<file path="config.mk">
export PLATFORM = sky130hd
export DESIGN_NAME = mem_port_arbiter
export DESIGN_NICKNAME = d
export VERILOG_FILES = /design/src/rtl/mem_port_arbiter.sv
export SDC_FILE = /design/constraint.sdc
export NUM_CORES = 1
export LEC_CHECK = 0
export BUFFER_PORTS_ARGS = -buffer_cell sky130_fd_sc_hd__clkbuf_2
export CAP_MARGIN = 25
export CORE_AREA = 2 2 110 112
export DETAILED_ROUTE_END_ITERATION = 10
export DIE_AREA = 0 0 112 114
export PLACE_DENSITY_LB_ADDON = 0.25
export RECOVER_POWER = 100
export SYNTH_ARGS = -nofsm -noshare
export SYNTH_HDL_FRONTEND = slang
export SYNTH_SLANG_ARGS = --single-unit
export TNS_END_PERCENT = 100
</file>
<file path="constraint.sdc">
create_clock -name clk -period 2.53 [get_ports clk]
set_input_delay 0.1265 -clock clk [delete_from_list [all_inputs] [get_ports clk]]
set_output_delay 0.1265 -clock clk [all_outputs]
set_load 0.02 [all_outputs]
</file>
<file path="src/rtl/mem_port_arbiter.sv">
// mem_port_arbiter
// ----------------
// Shares one memory port between an instruction-fetch requester (if_*) and a
// data memory-access requester (ma_*). Data normally wins, but after
// STARVE_LIMIT consecutive data grants while fetch is waiting, fetch is
// granted once. A transaction is IDLE (arbitrate) -> BUSY (drive memory
// until mem_ack) -> RESP (one-cycle done pulse) -> IDLE.
//
// Ports
//   clk, rst             clock, synchronous active-high reset
//   if_req/if_addr       fetch read request (held until if_done)
//   if_rdata/if_done     fetch read data (held) and completion pulse
//   if_stall             if_req & ~if_done
//   ma_req/we/be/addr/wdata  data request (held until ma_done)
//   ma_rdata/ma_done     data read result (held) and completion pulse
//   ma_stall             ma_req & ~ma_done
//   mem_req/we/be/addr/wdata  shared memory port, stable while mem_req=1
//   mem_ack/mem_rdata    memory completion, read data valid with ack
module mem_port_arbiter #(
  parameter int STARVE_LIMIT = 4
) (
  input  logic        clk,
  input  logic        rst,
  input  logic        if_req,
  input  logic [31:0] if_addr,
  output logic [31:0] if_rdata,
  output logic        if_done,
  output logic        if_stall,
  input  logic        ma_req,
  input  logic        ma_we,
  input  logic [3:0]  ma_be,
  input  logic [31:0] ma_addr,
  input  logic [31:0] ma_wdata,
  output logic [31:0] ma_rdata,
  output logic        ma_done,
  output logic        ma_stall,
  output logic        mem_req,
  output logic        mem_we,
  output logic [3:0]  mem_be,
  output logic [31:0] mem_addr,
  output logic [31:0] mem_wdata,
  input  logic        mem_ack,
  input  logic [31:0] mem_rdata
);

  localparam int CW = (STARVE_LIMIT < 1) ? 1 : $clog2(STARVE_LIMIT + 1);
  localparam logic [CW-1:0] LIMIT = CW'(STARVE_LIMIT);

  localparam logic [1:0] IDLE = 2'd0;
  localparam logic [1:0] BUSY = 2'd1;
  localparam logic [1:0] RESP = 2'd2;

  logic [1:0]    state_reg;
  logic [CW-1:0] starve_cnt_reg;
  logic          owner_data_reg;   // 1: current transaction belongs to ma_*
  logic          mem_we_reg;
  logic [3:0]    mem_be_reg;
  logic [31:0]   mem_addr_reg;
  logic [31:0]   mem_wdata_reg;
  logic [31:0]   if_rdata_reg;
  logic [31:0]   ma_rdata_reg;

  logic grant_data;
  logic grant_fetch;

  // Arbitration happens only in IDLE; fetch overrides data once the
  // starvation counter has reached its limit while fetch is waiting.
  always_comb begin
    grant_data  = 1'b0;
    grant_fetch = 1'b0;
    if (state_reg == IDLE) begin
      if (ma_req && !(if_req && (starve_cnt_reg == LIMIT))) begin
        grant_data = 1'b1;
      end else if (if_req) begin
        grant_fetch = 1'b1;
      end
    end
  end

  always_ff @(posedge clk) begin
    if (rst) begin
      state_reg      <= IDLE;
      starve_cnt_reg <= '0;
      owner_data_reg <= 1'b0;
      mem_we_reg     <= 1'b0;
      mem_be_reg     <= 4'h0;
      mem_addr_reg   <= 32'h0;
      mem_wdata_reg  <= 32'h0;
      if_rdata_reg   <= 32'h0;
      ma_rdata_reg   <= 32'h0;
    end else begin
      case (state_reg)
        IDLE: begin
          if (grant_data) begin
            state_reg      <= BUSY;
            owner_data_reg <= 1'b1;
            mem_we_reg     <= ma_we;
            mem_be_reg     <= ma_be;
            mem_addr_reg   <= ma_addr;
            mem_wdata_reg  <= ma_wdata;
            // Count only grants that made fetch wait; saturate at the limit.
            if (!if_req) begin
              starve_cnt_reg <= '0;
            end else if (starve_cnt_reg != LIMIT) begin
              starve_cnt_reg <= starve_cnt_reg + 1'b1;
            end
          end else if (grant_fetch) begin
            state_reg      <= BUSY;
            owner_data_reg <= 1'b0;
            mem_we_reg     <= 1'b0;
            mem_be_reg     <= 4'hF;
            mem_addr_reg   <= if_addr;
            mem_wdata_reg  <= 32'h0;
            starve_cnt_reg <= '0;
          end
        end
        BUSY: begin
          if (mem_ack) begin
            state_reg <= RESP;
            // Read data is captured here so it is valid in the done cycle.
            if (!mem_we_reg) begin
              if (owner_data_reg) begin
                ma_rdata_reg <= mem_rdata;
              end else begin
                if_rdata_reg <= mem_rdata;
              end
            end
          end
        end
        RESP: begin
          state_reg <= IDLE;
        end
        default: begin
          state_reg <= IDLE;
        end
      endcase
    end
  end

  assign mem_req   = (state_reg == BUSY);
  assign mem_we    = mem_we_reg;
  assign mem_be    = mem_be_reg;
  assign mem_addr  = mem_addr_reg;
  assign mem_wdata = mem_wdata_reg;

  assign if_done   = (state_reg == RESP) && !owner_data_reg;
  assign ma_done   = (state_reg == RESP) &&  owner_data_reg;
  assign if_rdata  = if_rdata_reg;
  assign ma_rdata  = ma_rdata_reg;

  assign if_stall  = if_req & ~if_done;
  assign ma_stall  = ma_req & ~ma_done;

endmodule

</file>
==> impl_metrics.py, run 1 <==
metrics = {
    "status": {
        "outcome": "finished clean",
    },
    "logic_synthesis": {
        "synth.top_cell.area_share": 0.491,
        "synth-seq-cells": 139,
        "syn-mean-instance-area_um2": 8.93,
        "yosysSeqAreaShare": 0.491,
        "syn_nets": 775,
        "synth_cell_type_count": 32,
        "synth_edf_count": 0,
        "post-synth-top-area-cell": "dfxtp_1",
        "netlist_instances": 635,
        "synth_flop_type": "dfxtp_1",
        "async_reset_ff_frac": 0,
        "yosys-top-cells-area": "dfxtp_1 (49%), mux2i_1 (11%), nand2_1 (6.4%)",
        "syn-cell-area_um2": 5670,
        "ys_warn_count": 0,
    },
    "drt": {
        "routed_via_density": 5.54,
        "number_of_remaining_drc_errors": 0,
        "drt-wirelength-per-cell_um": 17.1,
        "totalWireLength_um": 19800,
        "ant_nets": 0,
        "num_vias": 6436,
        "drt_iter0_markers": 521,
        "detailedRoute.firstPassIterationCount": 5,
    },
    "placement": {
        "preCtsSetupSlack_ps": 591,
        "gp_congestion": 0.855,
        "postPlaceCellArea_um2": 7080,
        "buffer_ports.inserted": 275,
        "dp.cells": 1007,
        "detailedPlacementHpwl_um": 11100,
    },
    "sta": {
        "skew_ps": 7.78,
        "fmaxAchievable_ghz": 0.414,
        "timing.final.crit_share": 0.956,
        "finalWorstSetupSlack_ps": 112,
        "fin_setup_tns_ps": 0,
        "max_slew_headroom_at_the_worst_pin": 0.343,
        "tightest_slew_ps": 986,
        "finalSetupViolCount": 0,
        "finalCriticalPeriod_ps": 2420,
        "finalHoldWorstSlack_ps": 14.9,
        "timing.final.hold_violations": 0,
        "timing_max_transition_violations_final": 0,
        "rsz0062_at_grt": "false",
    },
    "critical_path": {
        "criticalPathCategory": "register to register",
        "cpPeakStageDelay_ps": 630,
        "startpoint_type_of_the_worst_setup_path": "register",
        "path_delay_family": "buffers and inverters",
        "crit_slowest_cell": "dlygate4sd3_1",
        "critical_path.endpoint_type": "register",
        "crit_chain": "or2_0 > nor2_4 > clkbuf_2 > a311oi_1 > dlygate4sd3_1",
        "cp_data_arrival_time_ps": 2710,
        "critical_path_required_ps": 2820,
        "cp_max_fo": 37,
        "wp_buf_inv": 2,
    },
    "power_and_ir_drop": {
        "netSwitchingFraction": 0.260,
        "internal_power_mw": 4.60,
        "p_clk_frac": 0.440,
        "power-per-cell-area_nw_per_um2": 712,
        "pwr-share-seq": 0.387,
        "sum_of_internal_switching_and_leakage_power_mw": 6.22,
        "power_leakage_nw": 3.72,
        "irDropWorstVdd_mv": 0.468,
        "net-switching-power_mw": 1.62,
        "combPwrFrac": 0.173,
    },
    "cts": {
        "cts.reportedPaths.clkPinSlew_ps": 60,
        "clk_root_buffer_cell": "clkbuf_16",
        "clk_path_buf_depth": 2,
        "clock_sink_count": 139,
        "ctsHtreeMaxLevel": 4,
        "cts_made_buffers": 17,
        "clock_latency_ps": 410,
        "number_of_setup_buffers_added_after_cts": 0,
        "clock_tree_from_tritoncts": "done",
    },
    "global_routing": {
        "grt_pass1_wl_um": 31400,
        "grt_use_total": 0.304,
        "grt_max_degree": 76,
        "globalRoute.totalOverflow": 0,
        "initial_antenna_violation_count": 0,
        "grt.met2_usage": 0.519,
        "grt_pass1_vias": 6316,
        "grt.busiest_layer": "met2",
        "grt_use_met3": 0.0824,
        "gr-usage-met1": 0.351,
    },
    "floorplan": {
        "num_io_pins": 276,
        "fp.dieArea_um2": 12800,
        "std_cell_rows": 40,
        "start_util": 0.484,
        "fp.dieW_um": 112,
        "core_region_area_um2": 11700,
        "floorplan.die.height_um": 114,
    },
    "job": {
        "cap_viol_max_count": 0,
    },
    "cells_and_area": {
        "antennaDiodeCount": 0,
        "finalInstanceArea_um2": 8730,
        "fin_util": 0.746,
        "final_cell_mix": "clkbuf_2 (140), dfxtp_1 (139), clkbuf_1 (139)",
        "filler_cell_count": 900,
        "non_filler_instance_count_after_layout": 1161,
        "area.growth.synth_to_final_pct": 54.0,
        "final_nets": 1141,
        "layout-drive-gt1-share": 0.192,
        "layout.cells.most_common": "clkbuf_2",
    },
    "min_path": {
        "holdCritPathClass": "primary input to register",
    },
}
==> final cells by class <==
cell class | instances | area, µm² | area share
inverter | 3 | 11.3 | 0.00129
sequential | 139 | 2780 | 0.319
timing repair buffer | 412 | 2540 | 0.290
tap | 147 | 184 | 0.0211
multi-input combinational | 428 | 2560 | 0.293
clock inverter | 12 | 193 | 0.0221
clock buffer | 20 | 467 | 0.0534
==> cell families after synthesis <==
group | count (synthesis) | synth area share
AO/OA/AOI/OAI | 176 | 0.182
multiplexers | 64 | 0.113
flip-flops | 139 | 0.491
buffers and inverters | 68 | 0.0563
adder cells (fa/ha/maj) | 2 | 0.00441
AND/OR/NAND/NOR | 186 | 0.154
==> worst min-delay path, cell delays in order <==
cell      delay [ps]
clkbuf_2          80
o21ai_0           70
a311oi_1          90
==> cell usage after synthesis (2+ instances only) <==
master,instances
a21oi_1,68
a311oi_1,32
a31oi_1,2
buf_1,2
buf_2,18
buf_6,2
buf_8,2
clkbuf_1,40
dfxtp_1,139
ha_1,2
inv_1,3
mux2i_1,64
nand2_1,97
nand3_1,67
nand4_1,2
nor2_1,4
nor2b_1,5
o21ai_0,69
o221a_2,4
==> metal layers <==
metal,share of wire,vias to the layer above
met4,0.040,0
met1,0.38,3005
met5,0,-
met3,0.079,80
li1,-,2995
met2,0.50,356
==> repair_timing <==
item	CTS	global route
hold buffers	122	0
endpoints found under the hold margin	120	0
resized for setup	0	0
==> power by group through the flow <==
stage,Clock (mW),Combinational [mW],Sequential [mW]
2_1_floorplan,0,0.404,2.60
3_3_place_gp,0,0.873,2.44
4_1_cts,2.77,1.08,2.41
6_report,2.74,1.08,2.41
5_1_grt,2.88,1.16,2.42
3_5_place_dp,0,0.894,2.45
==> final timing paths <==
kind / startpoint / end / slack, ps / depth (start not counted)
max: state_reg[1] / mem_addr[11] / 110 / 5
min: if_addr[24] / mem_addr[24] / 10 / 3
max reg2reg: state_reg[1] / mem_addr[11] / 110 / 5
min reg2reg: if_rdata[28] / if_rdata[28] / 460 / 2
Power figures use the tool's default switching activity.
==> run 2, diff against run 1 <==
CORE_AREA = 2 2 115 117   (was 2 2 110 112)
DIE_AREA = 0 0 117 119   (was 0 0 112 114)
clock period = 2.5 ns   (was 2.53 ns; I/O delays follow)
==> impl_metrics.py, run 2 (same netlist as run 1, synthesis figures left out) <==
metrics = {
    "sta": {
        "skew_ps": 8.23,
        "timing_max_transition_violations_final": 0,
        "rsz0062_at_grt": "false",
        "fin_setup_tns_ps": 0,
        "finalWorstSetupSlack_ps": 143,
        "timing.final.crit_share": 0.943,
        "fmaxAchievable_ghz": 0.424,
        "max_slew_headroom_at_the_worst_pin": 0.244,
        "finalSetupViolCount": 0,
        "finalCriticalPeriod_ps": 2360,
        "timing.final.hold_violations": 0,
        "tightest_slew_ps": 1130,
    },
    "power_and_ir_drop": {
        "sum_of_internal_switching_and_leakage_power_mw": 6.67,
        "power-per-cell-area_nw_per_um2": 743,
        "power_leakage_nw": 3.82,
        "pwr-share-seq": 0.365,
        "netSwitchingFraction": 0.248,
        "irDropWorstVdd_mv": 0.325,
        "internal_power_mw": 5.02,
        "p_clk_frac": 0.468,
        "net-switching-power_mw": 1.65,
        "combPwrFrac": 0.167,
    },
    "global_routing": {
        "grt_pass1_wl_um": 30000,
        "globalRoute.totalOverflow": 0,
        "initial_antenna_violation_count": 0,
        "grt_max_degree": 103,
        "grt_use_total": 0.271,
        "grt_pass1_vias": 6198,
    },
    "critical_path": {
        "criticalPathCategory": "register to register",
        "critical_path_required_ps": 2840,
        "regToRegSetupSlack_ps": 140,
        "crit_chain": "inv_1 > ha_1 > nand3_2 > buf_12 > nand3_1 > a311oi_1 > dlygate4sd3_1",
        "cp_max_fo": 37,
        "worst_setup_path_startpoint": "starve_cnt_reg[0]",
        "critical_path.endpoint_type": "register",
        "timing.critical_path.to": "mem_addr[0]",
        "startpoint_type_of_the_worst_setup_path": "register",
        "worst_r2r_path_depth": 7,
        "worst_r2r_startpoint": "starve_cnt_reg[0]",
        "cp_data_arrival_time_ps": 2700,
        "r2r-end": "mem_addr[0]",
        "cpPeakStageDelay_ps": 620,
        "crit_slowest_cell": "dlygate4sd3_1",
    },
    "drt": {
        "drt-wirelength-per-cell_um": 16.1,
        "totalWireLength_um": 19300,
        "routed_via_density": 5.31,
        "number_of_remaining_drc_errors": 0,
        "detailedRoute.firstPassIterationCount": 6,
        "num_vias": 6374,
        "drt_iter0_markers": 437,
        "ant_nets": 0,
    },
    "cts": {
        "clk_path_buf_depth": 2,
        "clock_latency_ps": 410,
        "clock_tree_from_tritoncts": "done",
        "clk_root_buffer_cell": "clkbuf_16",
        "cts_made_buffers": 17,
        "ctsHtreeMaxLevel": 4,
        "clock_sink_count": 139,
        "number_of_setup_buffers_added_after_cts": 0,
        "cts.reportedPaths.clkPinSlew_ps": 60,
    },
    "cells_and_area": {
        "final_nets": 1152,
        "layout-drive-gt1-share": 0.190,
        "fin_util": 0.697,
        "final_cell_mix": "clkbuf_1 (140), clkbuf_2 (140), dfxtp_1 (139)",
        "antennaDiodeCount": 0,
        "area.growth.synth_to_final_pct": 58.4,
        "non_filler_instance_count_after_layout": 1201,
    },
    "floorplan": {
        "std_cell_rows": 42,
        "fp.dieArea_um2": 13900,
        "core_region_area_um2": 12900,
        "fp.dieW_um": 117,
        "num_io_pins": 276,
        "floorplan.die.height_um": 119,
        "start_util": 0.440,
    },
    "job": {
        "cap_viol_max_count": 0,
    },
    "min_path": {
        "hold_path_startpoint": "mem_rdata[20]",
        "holdCritPathClass": "primary input to register",
    },
    "placement": {
        "preCtsSetupSlack_ps": 724,
        "detailedPlacementHpwl_um": 10800,
        "gp_congestion": 0.830,
        "dp.cells": 1036,
        "buffer_ports.inserted": 275,
    },
    "status": {
        "outcome": "finished clean",
    },
}
run 2: power groups by stage:
stage,clock network (mW),registers [mW],logic (mW)
floorplan,0,2.63,0.408
CTS,3.17,2.43,1.12
global route,3.27,2.45,1.20
global placement,0,2.48,0.903
finish,3.12,2.43,1.11
detailed placement,0,2.48,0.906
run 2: how the worst min path moves through the flow:
stage,end,depth (start not counted)
finish,if_rdata[20],3
global placement,mem_wdata[11],3
detailed placement,mem_wdata[2],3
global route,if_rdata[20],3
CTS,ma_rdata[20],3
floorplan,state_reg[1],2
run 2: metal layers:
metal / up-vias / GRT usage / share of wire
li1: 3021 / - / -
met1: 2943 / 0.322 / 0.40
met2: 338 / 0.449 / 0.48
met3: 72 / 0.0702 / 0.079
met4: 0 / 0.129 / 0.039
met5: - / 0 / 0
run 2: layout make-up:
cell class	count	area, µm²
Clock buffer	22	484
Clock inverter	10	258
Fill cell	1075	3890
Inverter	3	11.3
Multi-Input combinational cell	428	2560
Sequential cell	139	2780
Tap cell	176	220
Timing Repair Buffer	423	2660
run 2: timing repair:
| action | CTS | global route |
|---|---|---|
| resized for setup | 0 | 1 |
| endpoints found under the setup margin | 0 | 4 |
| endpoints found under the hold margin | 132 | 0 |
| hold buffers | 133 | 0 |
run 2: through the flow:
step	hold slack, ps	area (µm²)
after global routing	35.7	8980
after global placement	363	7110
after detailed placement	365	7110
after CTS	9.21	9190
final	31.3	8980
after floorplan	271	5670
run 2: worst max-delay path: cells and delay by family (launching register included):
kind | cells | cell delay (ps)
AND/OR/NAND/NOR | 2 | 430
buffers and inverters | 3 | 950
AO/OA/AOI/OAI | 1 | 320
adder cells (fa/ha/maj) | 1 | 230
flip-flops | 1 | 340
==> run 3, diff against run 2 <==
RECOVER_POWER = 25   (was 100)
==> impl_metrics.py, run 3 (same netlist as run 1, synthesis figures left out) <==
metrics = {
    "global_routing": {
        "grt_pass1_vias": 6198,
        "grt_pass1_wl_um": 30000,
        "globalRoute.totalOverflow": 0,
        "grt_use_total": 0.271,
        "initial_antenna_violation_count": 0,
        "grt.busiest_layer": "met2",
        "grt.met2_usage": 0.449,
        "grt_use_met3": 0.0702,
        "gr-usage-met1": 0.322,
        "grt_max_degree": 103,
    },
    "cts": {
        "clk_root_buffer_cell": "clkbuf_16",
        "clock_latency_ps": 410,
        "cts.reportedPaths.clkPinSlew_ps": 60,
        "ctsHtreeMaxLevel": 4,
        "clock_tree_from_tritoncts": "done",
        "clock_sink_count": 139,
        "cts_made_buffers": 17,
        "number_of_setup_buffers_added_after_cts": 0,
        "clk_path_buf_depth": 2,
    },
    "drt": {
        "number_of_remaining_drc_errors": 0,
        "drt_iter0_markers": 446,
        "totalWireLength_um": 19200,
        "ant_nets": 0,
        "drt-wirelength-per-cell_um": 16.0,
        "routed_via_density": 5.32,
        "num_vias": 6387,
        "detailedRoute.firstPassIterationCount": 6,
    },
    "power_and_ir_drop": {
        "power_leakage_nw": 4.06,
        "irDropWorstVdd_mv": 0.328,
        "power-per-cell-area_nw_per_um2": 737,
        "sum_of_internal_switching_and_leakage_power_mw": 6.70,
    },
    "sta": {
        "skew_ps": 6.82,
        "max_slew_headroom_at_the_worst_pin": 0.558,
        "timing_max_transition_violations_final": 0,
        "fin_setup_tns_ps": 0,
        "finalCriticalPeriod_ps": 2380,
        "fmaxAchievable_ghz": 0.420,
        "tightest_slew_ps": 663,
        "rsz0062_at_grt": "false",
        "timing.final.hold_violations": 0,
        "finalSetupViolCount": 0,
        "timing.final.crit_share": 0.953,
    },
    "cells_and_area": {
        "final_cell_mix": "clkbuf_2 (207), dfxtp_1 (139), dlygate4sd3_1 (133)",
        "layout-drive-gt1-share": 0.260,
        "final_nets": 1152,
        "layout.cells.most_common": "clkbuf_2",
        "area_of_combinational_cells_with_multiple_inputs_um2": 2570,
        "filler_cell_count": 1026,
        "area.growth.synth_to_final_pct": 60.3,
        "sequential_cell_area_um2": 2780,
        "antennaDiodeCount": 0,
    },
    "floorplan": {
        "start_util": 0.440,
        "core_region_area_um2": 12900,
        "num_io_pins": 276,
        "floorplan.die.height_um": 119,
        "fp.dieArea_um2": 13900,
        "fp.dieW_um": 117,
        "std_cell_rows": 42,
    },
    "placement": {
        "detailedPlacementHpwl_um": 10800,
        "buffer_ports.inserted": 275,
        "gp_congestion": 0.830,
    },
    "min_path": {
        "holdCritPathClass": "primary input to register",
        "hold_path_startpoint": "mem_rdata[20]",
    },
    "critical_path": {
        "cp_max_fo": 18,
        "critical_path.endpoint_type": "register",
        "critical_path_required_ps": 2850,
        "startpoint_type_of_the_worst_setup_path": "register",
        "worst_setup_path_startpoint": "starve_cnt_reg[0]",
        "cp_data_arrival_time_ps": 2730,
        "criticalPathCategory": "register to register",
        "worst_r2r_startpoint": "starve_cnt_reg[0]",
    },
    "status": {
        "outcome": "finished clean",
    },
    "job": {
        "cap_viol_max_count": 0,
    },
}
## run 3: cell count changes in the layout (fill, tap and decap cells not counted)
cell and delta:
buf_4 +4, clkbuf_1 -71, clkbuf_2 +67, nor3_1 -1, nor3_4 +1, or2_0 -1
or2_1 +1
## run 3: stage by stage
step / hold WS (ps) / util / area, µm² / cells / setup slack [ps]
floorplan: 271 / - / 5670 / 635 / 1020
global placement: 363 / 0.552 / 7110 / 1036 / 767
detailed placement: 365 / 0.552 / 7110 / 1036 / 724
CTS: 9.21 / 0.713 / 9190 / 1201 / 227
global route: 35.7 / 0.706 / 9090 / 1201 / 1.90
finish: 32.3 / 0.706 / 9090 / 1201 / 116
## run 3: critical path, stage by stage (launching register included)
cell,delay (ps)
dfxtp_1,340
inv_1,70
ha_1,230
nand3_2,340
buf_4,300
nand3_1,90
a311oi_1,340
dlygate4sd3_1,620
## run 3: cell type report
| type | count | share of cell area |
|---|---|---|
| clock buffer | 22 | 0.0533 |
| clock inverter | 10 | 0.0284 |
| inverter | 3 | 0.00124 |
| multi-input combinational | 428 | 0.283 |
| sequential | 139 | 0.306 |
| tap | 176 | 0.0242 |
| timing repair buffer | 423 | 0.304 |
## run 3: worst paths after layout
path,to,depth (start not counted),slack (ps)
min,ma_rdata[20],3,30
max reg2reg,mem_addr[20],7,120
max,mem_addr[20],7,120
min reg2reg,if_rdata[22],2,450
## run 3: per-layer routing
metal	vias up	wire length (µm)
li1	3019	-
met1	2942	7560
met2	357	9460
met3	69	1500
met4	0	707
met5	-	0
## run 3: timing repair
item                       in CTS  in global routing
resized for setup               0                  1
hold buffers                  133                  0
setup endpoints to repair       0                  4
hold endpoints to repair      132                  0
## run 3: where the power goes
group	leakage, nW	switching [mW]	total (mW)	internal, mW
combinational	2.56	0.638	1.13	0.495
sequential	1.14	0.0799	2.44	2.36
clock	0.361	0.942	3.13	2.19
